===== config.mk =====
export PLATFORM = sky130hd
export DESIGN_NAME = sw_pe_scheduler
export DESIGN_NICKNAME = d
export VERILOG_FILES = /design/src/rtl/sw_pe_scheduler.sv
export SDC_FILE = /design/constraint.sdc
export NUM_CORES = 2
export LEC_CHECK = 0
export CORE_AREA = 2 2 537 539
export DETAILED_ROUTE_END_ITERATION = 10
export DIE_AREA = 0 0 539 541
export SETUP_SLACK_MARGIN = 0.3
export SLEW_MARGIN = 20
export SYNTH_ARGS = -nofsm -noshare
export SYNTH_HDL_FRONTEND = slang
export SYNTH_SLANG_ARGS = --single-unit

===== constraint.sdc =====
create_clock -name clk -period 3.45 [get_ports clk]
set_input_delay 0.345 -clock clk [delete_from_list [all_inputs] [get_ports clk]]
set_output_delay 0.345 -clock clk [all_outputs]
set_load 0.02 [all_outputs]

===== src/rtl/sw_pe_scheduler.sv =====
// Drives one affine-gap alignment PE across a len_a x len_b DP matrix, one cell per clock in row-major order.
// Holds both sequences plus one row of top scores, streams direction codes, and tracks the best v score.
module sw_pe_scheduler #(
  parameter int SCORE_W = 14,
  parameter int MAX_LEN = 64,
  parameter int ADDR_W  = 6,
  parameter int NEG_INF = -4096
) (
  input  logic                      clk,
  input  logic                      rst_n,
  input  logic                      i_load_we,
  input  logic                      i_load_sel,
  input  logic [ADDR_W-1:0]         i_load_addr,
  input  logic [1:0]                i_load_base,
  input  logic [ADDR_W:0]           i_len_a,
  input  logic [ADDR_W:0]           i_len_b,
  input  logic                      i_start,
  output logic                      o_busy,
  output logic                      o_done,
  output logic [1:0]                o_pe_A,
  output logic [1:0]                o_pe_B,
  output logic signed [SCORE_W-1:0] o_pe_v_diag,
  output logic signed [SCORE_W-1:0] o_pe_v_top,
  output logic signed [SCORE_W-1:0] o_pe_v_left,
  output logic signed [SCORE_W-1:0] o_pe_i_left,
  output logic signed [SCORE_W-1:0] o_pe_d_top,
  input  logic signed [SCORE_W-1:0] i_pe_v_score,
  input  logic signed [SCORE_W-1:0] i_pe_i_score,
  input  logic signed [SCORE_W-1:0] i_pe_d_score,
  input  logic [1:0]                i_pe_v_direct,
  input  logic                      i_pe_i_direct,
  input  logic                      i_pe_d_direct,
  output logic                      o_dir_valid,
  output logic [3:0]                o_dir,
  output logic [ADDR_W-1:0]         o_dir_row,
  output logic [ADDR_W-1:0]         o_dir_col,
  output logic signed [SCORE_W-1:0] o_max_score,
  output logic [ADDR_W-1:0]         o_max_row,
  output logic [ADDR_W-1:0]         o_max_col
);

  typedef enum logic [1:0] {IDLE, RUN, DONE} state_e;

  localparam logic signed [SCORE_W-1:0] NegInf = SCORE_W'(NEG_INF);
  localparam logic [ADDR_W:0]           MaxLen = (ADDR_W+1)'(MAX_LEN);

  state_e state_q, state_d;
  logic [ADDR_W-1:0] r_q, r_d, c_q, c_d;
  logic [ADDR_W:0] lenA_q, lenA_d, lenB_q, lenB_d;
  logic [ADDR_W:0] clampA, clampB;
  logic signed [SCORE_W-1:0] max_q, max_d;
  logic [ADDR_W-1:0] maxRow_q, maxRow_d, maxCol_q, maxCol_d;
  logic lastCol, lastRow;

  logic dirValid_q;
  logic [3:0] dir_q;
  logic [ADDR_W-1:0] dirRow_q, dirCol_q;

  logic [1:0] seqA [MAX_LEN];
  logic [1:0] seqB [MAX_LEN];
  logic signed [SCORE_W-1:0] vbuf [MAX_LEN];
  logic signed [SCORE_W-1:0] dbuf [MAX_LEN];
  logic signed [SCORE_W-1:0] diag_q, vLeft_q, iLeft_q;
  logic signed [SCORE_W-1:0] vTop;

  assign clampA  = (i_len_a > MaxLen) ? MaxLen : i_len_a;
  assign clampB  = (i_len_b > MaxLen) ? MaxLen : i_len_b;
  assign lastCol = ({1'b0, c_q} == lenB_q - (ADDR_W+1)'(1));
  assign lastRow = ({1'b0, r_q} == lenA_q - (ADDR_W+1)'(1));

  // Row 0 and column 0 see the matrix boundary instead of stored neighbours.
  assign vTop        = (r_q == '0) ? '0 : vbuf[c_q];
  assign o_pe_A      = seqA[r_q];
  assign o_pe_B      = seqB[c_q];
  assign o_pe_v_top  = vTop;
  assign o_pe_d_top  = (r_q == '0) ? NegInf : dbuf[c_q];
  assign o_pe_v_left = (c_q == '0) ? '0 : vLeft_q;
  assign o_pe_i_left = (c_q == '0) ? NegInf : iLeft_q;
  assign o_pe_v_diag = (r_q == '0 || c_q == '0) ? '0 : diag_q;

  assign o_busy      = (state_q != IDLE) || i_start;
  assign o_done      = (state_q == DONE);
  assign o_dir_valid = dirValid_q;
  assign o_dir       = dir_q;
  assign o_dir_row   = dirRow_q;
  assign o_dir_col   = dirCol_q;
  assign o_max_score = max_q;
  assign o_max_row   = maxRow_q;
  assign o_max_col   = maxCol_q;

  always_comb begin
    state_d  = state_q;
    r_d      = r_q;
    c_d      = c_q;
    lenA_d   = lenA_q;
    lenB_d   = lenB_q;
    max_d    = max_q;
    maxRow_d = maxRow_q;
    maxCol_d = maxCol_q;
    case (state_q)
      IDLE: begin
        if (i_start) begin
          lenA_d   = clampA;
          lenB_d   = clampB;
          r_d      = '0;
          c_d      = '0;
          max_d    = '0;
          maxRow_d = '0;
          maxCol_d = '0;
          state_d  = (clampA == '0 || clampB == '0) ? DONE : RUN;
        end
      end
      RUN: begin
        // Strict compare keeps the earliest cell on ties.
        if (i_pe_v_score > max_q) begin
          max_d    = i_pe_v_score;
          maxRow_d = r_q;
          maxCol_d = c_q;
        end
        if (lastCol) begin
          c_d = '0;
          if (lastRow) state_d = DONE;
          else         r_d = r_q + ADDR_W'(1);
        end else begin
          c_d = c_q + ADDR_W'(1);
        end
      end
      DONE:    state_d = IDLE;
      default: state_d = IDLE;
    endcase
  end

  always_ff @(posedge clk or negedge rst_n) begin
    if (!rst_n) begin
      state_q    <= IDLE;
      r_q        <= '0;
      c_q        <= '0;
      lenA_q     <= '0;
      lenB_q     <= '0;
      max_q      <= '0;
      maxRow_q   <= '0;
      maxCol_q   <= '0;
      dirValid_q <= 1'b0;
      dir_q      <= '0;
      dirRow_q   <= '0;
      dirCol_q   <= '0;
    end else begin
      state_q    <= state_d;
      r_q        <= r_d;
      c_q        <= c_d;
      lenA_q     <= lenA_d;
      lenB_q     <= lenB_d;
      max_q      <= max_d;
      maxRow_q   <= maxRow_d;
      maxCol_q   <= maxCol_d;
      dirValid_q <= (state_q == RUN);
      if (state_q == RUN) begin
        dir_q    <= {i_pe_v_direct, i_pe_i_direct, i_pe_d_direct};
        dirRow_q <= r_q;
        dirCol_q <= c_q;
      end
    end
  end

  // Storage is deliberately unreset so sequences survive a reset between runs.
  always_ff @(posedge clk) begin
    if (i_load_we && state_q == IDLE) begin
      if (i_load_sel) seqB[i_load_addr] <= i_load_base;
      else            seqA[i_load_addr] <= i_load_base;
    end
    if (state_q == RUN) begin
      vbuf[c_q] <= i_pe_v_score;
      dbuf[c_q] <= i_pe_d_score;
      diag_q    <= vTop;
      vLeft_q   <= i_pe_v_score;
      iLeft_q   <= i_pe_i_score;
    end
  end

endmodule


==> results.cfg <==
[worst_hold_path]
hold_start = i_pe_d_score[10]
whs_endpoint = dbuf[5][10]$_DFFE_PP_
whs_path_depth = 2
hold_class = input port to register

[yosys]
synth-xor-area-share_pct = 0.154
syn-mean-instance-area_sq_um = 17.2
synth_cell_types = 78
synthAdderAreaFrac_pct = 0.293
synthCells = 4955
syn-num-nets = 5048
ys_ff_latch = 2161
synthMuxAreaShare_pct = 8.50
synthArstFlopShare_pct = 3.29
synth_compound_gate_area_share_pct = 9.42
ys.flop_type = edfxtp_1
synth_edf_count = 2090
syn_area_sq_um = 85300
synth_top_family_by_area = compound AO/OA/AOI/OAI gates
yosysSeqAreaShare_pct = 75.7
yosys.area_share.simple_pct = 4.08
yosysWarnings = 0

[final_layout]
seq_area_sq_um = 64600
drive_above_1_share_pct = 33.8
synthToLayoutAreaGrowth_pct = 29.9
nets = 5997
final_area_sq_um = 111000
multi_input_area_sq_um = 21900
n_fill_cell = 26000

[drt]
drtIter0Drc = 8860
wl_met3_microns = 37900
wire_per_inst_microns = 32.4
routed.top_layer = met5
via_per_inst = 5.63
wirelength_microns = 319000
vias = 55600
met2_length_microns = 144000
drt_first_pass_iters = 6
ant_nets = 0
drt-met1-wl_microns = 115000
drcViolationCount = 0

[pwr]
power.density_nw_per_um2 = 921
clkPwrFrac_pct = 22.8
netSwitchingFraction_pct = 37.1
p_seq_share_pct = 30.9
internal_power_w = 0.0642
switchingPower_w = 0.0379
power_frac_comb_pct = 46.4
leakagePower_nw = 36.8
ir_drop_uv = 616

[clock_tree]
clockBufferDepth = 4
cts_tree = done
clkTransAtPathRegs_ns = 0.07
cts_sinks = 2161
cts_buffers = 213
htreeDepth = 4
clk_latency_ns = 0.89
clockRootBuffer = clkbuf_16

[place]
io_buffers = 191
placed_cell_area_sq_um = 97900
finalWeightedCongestion = 0.916
preCtsSetupSlack_ns = -0.435
dpl.hpwl_microns = 197000

[critical_path]
cpMostUsedCell = buf_12
required_ns = 3.11
crit_path_cell_trace = buf_12, buf_16, and2_4, buf_12, buf_6, a221oi_2, nor2_1, o21ai_2, buf_4, o211ai_1, o31a_1, buf_12
rr_worst_depth = 15
start_kind = register
worstReg2RegStart = c_q[0]$_DFFE_PN0P_
cp_slowest_cell = dfrtp_4
path_class = register to output pin
rrSetupSlack_ns = 0.27
critPathMaxStageDelay_ns = 0.57
crit_fanout = 7
end_kind = output pin
arrival_ns = 3.83
r2r-end = diag_q[1]$_DFFE_PP_

[floorplan]
die_w_microns = 539
die_h_microns = 541
pin_count = 192
fp.coreArea_sq_um = 286000
rows = 197
dieArea_sq_um = 292000
start_util_pct = 29.8

[outcome]
outcome = finished with violations
violations = setup timing

[sta]
slew_headroom_pct = 20.1
fmax_mhz = 240
finalCritPeriodShare_pct = 121
period_needed_ns = 4.17
maxSlewViolCount = 0
layout_setup_ws_ns = -0.722
skew_ns = 0.0932
rsz0062_at_grt = true
finalHoldViolations = 0
setup_viol = 72
worst_pin_slew_ns = 1.20

[grt]
grt_start_max_net_pins = 129
grt_pass1_vias = 53600
grt_first_pass_wirelength_microns = 434000
antenna_found_initial = 29
track_usage_pct = 21.1
grt_overflow = 0

[run]
max_cap_violations = 0
==> power groups by stage <==
stage | sequential [W] | combinational (W) | clock, W
after floorplan | 0.0320 | 0.0161 | 0
after global placement | 0.0319 | 0.0378 | 0
after detailed placement | 0.0320 | 0.0379 | 0
after CTS | 0.0315 | 0.0446 | 0.0234
after global routing | 0.0316 | 0.0480 | 0.0243
final | 0.0315 | 0.0473 | 0.0232
==> cell families after synthesis <==
| logic type | count (synthesis) |
|---|---|
| simple gates | 758 |
| mux | 517 |
| compound gates | 1091 |
| xor+xnor | 15 |
| buf+inv | 393 |
| flops | 2161 |
| fa+ha+maj | 20 |
==> critical path: cells and delay by family (launching register included) <==
family	cells	cell delay (ns)
AOI/OAI and AO/OA	4	1.15
buffers and inverters	6	0.92
DFF	1	0.57
and+or+nand+nor	2	0.29
==> Yosys cell counts, drive strengths merged, types with 14 or more instances <==
library cell | number | area share, %
o22a | 14 | 0.14
or3 | 20 | 0.15
buf | 159 | 0.85
nor2b | 15 | 0.11
a221o | 38 | 0.45
a211oi | 60 | 0.53
nand2 | 176 | 0.77
ha | 20 | 0.29
a22o | 44 | 0.45
clkbuf | 196 | 0.86
mux2i | 193 | 2.3
and2 | 39 | 0.29
mux4 | 148 | 3.9
nor2 | 344 | 1.5
a22oi | 166 | 1.5
o22ai | 112 | 0.82
inv | 35 | 0.15
nand3 | 25 | 0.15
and3 | 28 | 0.21
a31oi | 43 | 0.32
mux2 | 176 | 2.3
dfrtp | 71 | 2.1
nor3 | 21 | 0.12
o2111a | 23 | 0.30
o21ai | 128 | 0.75
a21oi | 133 | 0.78
nand2b | 28 | 0.21
a221oi | 231 | 2.4
edfxtp | 2090 | 74
==> how the worst max path moves through the flow <==
| stage | startpoint | endpoint |
|---|---|---|
| 6_report | c_q[0]$_DFFE_PN0P_ | o_pe_d_top[1] |
| 5_1_grt | c_q[0]$_DFFE_PN0P_ | o_pe_d_top[12] |
| 4_1_cts | c_q[0]$_DFFE_PN0P_ | o_pe_d_top[12] |
| 3_5_place_dp | c_q[2]$_DFFE_PN0P_ | o_pe_v_top[11] |
| 3_3_place_gp | c_q[2]$_DFFE_PN0P_ | o_pe_v_top[11] |
| 2_1_floorplan | c_q[2]$_DFFE_PN0P_ | dbuf[31][0]$_DFFE_PP_ |
==> cells in the final DEF, fill, tap and decap left out, types with 84 or more instances in the layout <==
cell type	n
a21oi_1	107
a221oi_1	134
a22oi_1	138
buf_12	193
buf_4	538
buf_6	144
clkbuf_16	220
clkdlybuf4s50_1	86
edfxtp_1	2090
mux2_2	169
mux2i_1	184
mux4_2	148
nand2_1	168
nor2_1	267
o21ai_0	84
o22ai_1	94
==> area by class of cell <==
| type | instances | share of cell area [%] |
|---|---|---|
| clock inverter | 131 | 1.14 |
| timing repair buffer | 1088 | 11.3 |
| inverter | 38 | 0.158 |
| multi-input combinational | 2402 | 19.8 |
| tap | 3781 | 4.27 |
| sequential | 2161 | 58.3 |
| clock buffer | 253 | 5.00 |
| antenna | 12 | 0.0271 |
==> routing by layer <==
| layer | global-route usage [%] | up-vias |
|---|---|---|
| li1 | - | 22200 |
| met1 | 27.0 | 28500 |
| met2 | 32.7 | 4074 |
| met3 | 4.96 | 798 |
| met4 | 12.1 | 6 |
| met5 | 0 | - |
==> metrics by stage <==
stage	hold slack (ns)	setup TNS, ns	cells	util [%]	total power [W]
6_report	0.0532	-23.17	9866	38.7	0.102
5_1_grt	0.0221	-26.26	9859	38.7	0.104
4_1_cts	0.00476	-21.79	9811	38.2	0.0995
3_5_place_dp	0.470	-2.67	9233	34.2	0.0698
3_3_place_gp	0.461	-2.67	9233	34.2	0.0697
2_1_floorplan	0.0494	-13.12	4955	-	0.0481
==> state kept, by name, summed over array words and instances (netlist names) <==
signal	cells
dbuf	896
vbuf	896
seqA	128
seqB	128
diag_q	14
iLeft_q	14
o_max_score	14
vLeft_q	14
lenA_q	7
lenB_q	7
c_q	6
o_dir_col	6
o_dir_row	6
o_max_col	6
o_max_row	6
r_q	6
o_dir	4
state_q	2
o_dir_valid	1
==> timing repair <==
action | CTS | global route
buffers inserted | 159 | 37
endpoints found under the setup margin | 80 | 76
hold buffers | 4 | 1
pin swaps | 148 | 90
gates cloned | 31 | 5
endpoints found under the hold margin | 109 | 2
gates resized for setup | 810 | 161
Note: power is estimated with default switching activity, not from simulation.
